===== config.mk =====
export PLATFORM = sky130hd
export DESIGN_NAME = in_port_fifo
export DESIGN_NICKNAME = d
export VERILOG_FILES = /design/src/rtl/in_port_fifo.sv
export SDC_FILE = /design/constraint.sdc
export NUM_CORES = 1
export LEC_CHECK = 0
export BUFFER_PORTS_ARGS = -buffer_cell sky130_fd_sc_hd__buf_4
export CORE_ASPECT_RATIO = 0.9
export CORE_UTILIZATION = 40
export CTS_CLUSTER_SIZE = 40
export DETAILED_ROUTE_END_ITERATION = 16
export HOLD_SLACK_MARGIN = 0.06
export PLACE_DENSITY = 0.56
export SETUP_SLACK_MARGIN = 0.1
export SYNTH_ARGS = -nofsm -noshare
export SYNTH_HDL_FRONTEND = slang
export SYNTH_SLANG_ARGS = --single-unit

===== constraint.sdc =====
create_clock -name clk -period 2.6 [get_ports clk]
set_input_delay 0.52 -clock clk [delete_from_list [all_inputs] [get_ports clk]]
set_output_delay 0.52 -clock clk [all_outputs]
set_load 0.01 [all_outputs]

===== src/rtl/in_port_fifo.sv =====
// in_port_fifo: buffers device words for the processor's In_Port and raises an interrupt on a fill-level threshold crossing
module in_port_fifo #(
    parameter int DATA_W = 16,
    parameter int DEPTH  = 4,
    parameter int THRESH = 2
) (
    input  logic                       clk,
    input  logic                       reset,
    input  logic [DATA_W-1:0]          dev_data,
    input  logic                       dev_valid,
    output logic                       dev_ready,
    input  logic                       in_read,
    input  logic                       int_en,
    output logic [DATA_W-1:0]          In_Port,
    output logic                       fifo_empty,
    output logic [$clog2(DEPTH):0]     count,
    output logic                       underflow,
    output logic                       interupt
);
    localparam int AW = $clog2(DEPTH);
    localparam int CW = AW + 1;
    localparam logic [CW-1:0] DP = CW'(DEPTH);
    localparam logic [CW-1:0] TH = CW'(THRESH);
    logic [DATA_W-1:0] r_mem [DEPTH];
    logic [AW-1:0]     r_rd, r_wr;
    logic [CW-1:0]     r_count;
    logic              r_underflow, r_int;
    logic              w_push, w_pop, w_cross;
    logic [CW-1:0]     w_next;
    always_comb begin
        dev_ready  = reset && (r_count < DP);
        w_push     = dev_valid && dev_ready;
        w_pop      = in_read && (r_count != '0);
        w_next     = r_count + CW'(w_push) - CW'(w_pop);
        w_cross    = int_en && (r_count < TH) && (w_next >= TH);
        In_Port    = (r_count != '0) ? r_mem[r_rd] : '0;
        fifo_empty = (r_count == '0);
        count      = r_count;
        underflow  = r_underflow;
        interupt   = r_int;
    end
    always_ff @(posedge clk) begin
        if (w_push) r_mem[r_wr] <= dev_data;
    end
    always_ff @(posedge clk) begin
        if (!reset) begin
            r_rd        <= '0;
            r_wr        <= '0;
            r_count     <= '0;
            r_underflow <= 1'b0;
            r_int       <= 1'b0;
        end else begin
            r_rd        <= w_pop ? r_rd + AW'(1) : r_rd;
            r_wr        <= w_push ? r_wr + AW'(1) : r_wr;
            r_count     <= w_next;
            r_underflow <= r_underflow || (in_read && (r_count == '0));
            r_int       <= w_cross;
        end
    end
endmodule

-- After elaboration in Yosys (flattened, before gate mapping)
Memories as Yosys holds them, arrays and structs flattened. A register that Yosys moved wholly into a read port is not among the register bits.
Index checks and enable logic that the tools add are counted.
Widths: inputs -> output; s select.
- multiply operators: 0
- magnitude comparators: 3
- eq/ne operators: 0
- shift-type cells: 0
- reductions and logical operators: 9
- div/mod/pow operators: 0
- multiplexer cells: 5
- bitwise gates (word level): 0
- $add $sub $neg: 4
- operator list (cell ; count):
    $mux 16 ; 1
    $logic_and 1x1->1 ; 6
    $add 2x1->2 const B ; 2
    $mux 2 ; 2
    $add 3x1->3 ; 1
    $ge 3x2->1 const B ; 1
    $logic_not 3->1 ; 1
    $lt 3x2->1 const B ; 1
    $lt 3x3->1 const B ; 1
    $reduce_bool 3->1 ; 1
    $sub 3x1->3 ; 1
    $mux 1 ; 2
    $logic_or 1x1->1 ; 1
- memories: 1
- latch bits: 0
- bits in read-only memories: 0
- RAM bits: 64
- bits in registers: 9
- output and inout bits: 23
- memory list (name ; words ; width ; read ports ; clocked after Yosys merged registers in ; wr ports ; RTL line ; source):
    r_mem ; 4 ; 16 ; 1 ; 1 ; 1 ; 24 ; logic [DATA_W-1:0] r_mem [DEPTH];

-- Depth between registers and ports, before layout
- depth in word-level cells: 7
- depth in mapped cells: 10
- gate-level depth less buffers: 9

-- Worst setup path before layout
No wires, ideal clock.
- path type: input-to-reg
- start: in dev_valid
- end: reg r_int, in the netlist interupt
- buffers on the path: 1
- library setup time: 0.116 ns
- slack: 0.260 ns
- arrival time: 2.224 ns
- stages: 10
- path through: and3b_1 clkbuf_1 inv_1 ha_1 inv_1 ha_1 fa_1 xnor2_1 and2_1 o211a_1
- word-level cells in the longest chain between the ends: 5
- ends and longest elaborated chain (item ; RTL line ; source):
    start, declared ; 10 ; input logic dev_valid,
    $logic_and 1x1->1 ; 32 ; w_push = dev_valid && dev_ready;
    $add 3x1->3 ; 34 ; w_next = r_count + CW'(w_push) - CW'(w_pop);
    $sub 3x1->3 ; 34 ;
    $ge 3x2->1 ; 35 ; w_cross = int_en && (r_count < TH) && (w_next >= TH);
    $logic_and 1x1->1 ; 35 ;
    end signal, assigned ; 57 ; r_int <= w_cross;
    end, declared ; 27 ; logic r_underflow, r_int;
No other way between the ends.
A chain may end at the register's enable or synchronous reset.

==> summary.txt <==
Crit Path Class -> reg -> out
CTS sink count -> 75
part of the Yosys area used for sequential elements -> 69.7%
GR Util All Layers -> 15.2%
cts hold-fix bufs -> 0
Slew HR -> 71.5%
vias in the first global route -> 1665
Slew Viols, Final -> 0
Initial Utilization -> 42.3%
Clk Latency, worst-skew pair -> 0.33 ns
synthesis-stage register bit count -> 75
post-layout min period -> 2.34 ns
TNS Setup -> 0 ns
Critical Path Source Type -> flip-flop
Worst path max stage delay -> 0.56 ns
Post-Synth Simple-Gate Area -> 9.61%
Peak VDD IR -> 0.000366 V
PwrDens -> 923 mW/mm²
CTS Buf Count -> 9
most frequent cells in the layout -> 64 x edfxtp_1, 51 x buf_4, 10 x mux4_2, 10 x nor2b_4, 10 x dfxtp_1
crit path DAT -> 1.82 ns
Remaining Overflow, GRT -> 0
CP cell instances -> buf_4 -> mux4_1 -> nor2b_1 -> buf_4
Post-Synth XOR/XNOR Area -> 0.570%
layout cells sized above 1 -> 40.4%
io pins -> 44
RePlAce Congestion -> 0.737
die area -> 0.00804 mm²
antenna-violating nets left -> 0
DR pass1 iterations -> 6
Yosys warning total -> 0
Adder-Cell Fraction of Synth Area -> 3.50%
Max Cap Violations -> 0
syn_area_per_cell -> 19.4 µm²
Hold Crit Class -> in -> reg
core area -> 0.00726 mm²
Crit. End Element -> output port
largest family of logic cells by synthesized area -> multiplexers
Synth Area in Compound Gates -> 1.38%
RSZ-0062 raised after global routing -> no
CTS tree -> done
IO Port Bufs -> 43
DRC violations left -> 0
leakage -> 1.37 nW
vias per std cell -> 5.03
netlist area before placement -> 0.00307 mm²
Slowest-stage cell, CP -> mux4_1
Fmax -> 427 MHz
distinct cell type count after synthesis -> 24
Post-Syn Instances -> 158
CTS Root Cell -> clkbuf_8
crit-path max FO -> 5
post-route total power -> 3.43 mW
Mapped Nets -> 187
Hold Fails Final Rpt -> 0
routed via count -> 1564
pin count of the biggest net entering global routing -> 22
clock tree buffer depth -> 2
initial antenna violation count -> 0
commonest non-fill, non-tap cell in the layout -> edfxtp_1
final setup vio count -> 0
Layout Nets -> 242
Die Y-Extent -> 85.2 µm
CP required -> 2.08 ns
multiplexer share of the synthesized area -> 12.5%
Worst Max-Slew Pin Slew -> 0.428 ns
CP most frequent cell -> buf_4
skew final -> 0.00923 ns
antenna cells -> 0
clk slew on worst S/H paths -> 0.08 ns
outcome -> complete, no violations
initial detailed-routing violation count -> 78
wire per inst -> 17.7 µm
final WL -> 5500 µm
first-pass GRT wire length -> 8650 µm
HPWL after detailed placement -> 3530 µm
Post-CTS Setup Bufs -> 0
htree depth -> 3
Tcrit/Tclk final -> 90.0%
synthesis-to-finish area growth -> 21.0%
Die W -> 94.4 µm
Rows -> 29
stage by stage:
stage | cell area (µm²) | instances | hold slack, ns | util (%) | setup slack [ns]
after global placement | 3530 | 295 | 0.478 | 48.6 | 0.300
after floorplan | 3070 | 158 | 0.461 | - | 0.260
final | 3720 | 311 | 0.382 | 51.2 | 0.259
after global routing | 3720 | 311 | 0.365 | 51.2 | 0.165
after CTS | 3720 | 311 | 0.364 | 51.2 | 0.0934
after detailed placement | 3530 | 295 | 0.485 | 48.6 | 0.235
registers in the layout (all words and copies together) (netlist names), named ones only:
signal     cells
count          3
interupt       1
r_mem         64
r_rd           2
r_wr           2
underflow      1
repair_timing:
item	4_1_cts	5_1_grt
gates resized for setup	1	1
cloned	0	0
setup endpoints to repair	1	2
cell usage after synthesis:
library cell / instances / area share, %
ha_1: 7 / 2.9
nor3_2: 1 / 0.33
nor2b_1: 9 / 1.8
inv_1: 7 / 0.86
buf_12: 1 / 0.65
a21boi_0: 1 / 0.24
clkbuf_1: 2 / 0.24
edfxtp_1: 64 / 63
or3_1: 1 / 0.20
dfxtp_1: 11 / 7.2
xnor2_1: 2 / 0.57
and3b_1: 1 / 0.29
o21ai_0: 4 / 0.65
nand2_1: 4 / 0.49
mux4_1: 6 / 5.1
or4bb_1: 1 / 0.37
mux4_2: 10 / 7.3
and2_1: 8 / 1.6
o211a_1: 1 / 0.33
buf_2: 4 / 0.65
buf_6: 1 / 0.37
nor2b_4: 10 / 4.5
a21oi_1: 1 / 0.16
fa_1: 1 / 0.65
kinds of logic after synthesis:
family          count (synthesis)
xor+xnor                        2
buf+inv                        15
mux                            16
simple gates                   35
flops                          75
fa+ha+maj                       8
compound gates                  7
worst paths after layout:
check / from / end / slack, ns / cells after the start
worst min register to register: r_rd[0] / flip-flop / 0.50 / 2
worst min-delay path: dev_data[10] / r_mem[2][10] / 0.38 / 1
worst max-delay path: flip-flop / In_Port[4] / 0.26 / 4
worst max register to register: count[2] / interupt / 0.49 / 9
layer usage:
| metal | vias up | share of wire (%) | global-route usage, % | wire length (µm) |
|---|---|---|---|---|
| li1 | 713 | - | - | - |
| met1 | 806 | 42 | 18.5 | 2330 |
| met2 | 41 | 53 | 26.1 | 2940 |
| met3 | 4 | 3.4 | 3.05 | 189 |
| met4 | 0 | 0.80 | 6.85 | 44 |
| met5 | - | 0 | 0 | 0 |
report_power, final:
group / switching, mW / internal (mW)
Combinational: 0.524 / 0.595
Clock: 0.403 / 0.441
Sequential: 0.0625 / 1.40
Total: 0.990 / 2.44
final cells by class:
cell class	count	area, µm²
clock buffer	11	131
clock inverter	5	53.8
fill	600	3540
inverter	7	26.3
multi-input combinational	68	852
sequential	75	2140
tap	93	116
timing repair buffer	52	394
critical path, delay by kind of cell, from the launching register on:
kind                   cells  cell delay, ns
multiplexers               1            0.56
flip-flops                 1            0.41
buffers and inverters      2            0.37
AND/OR/NAND/NOR            1            0.16
(Power assumes the default switching activity.)
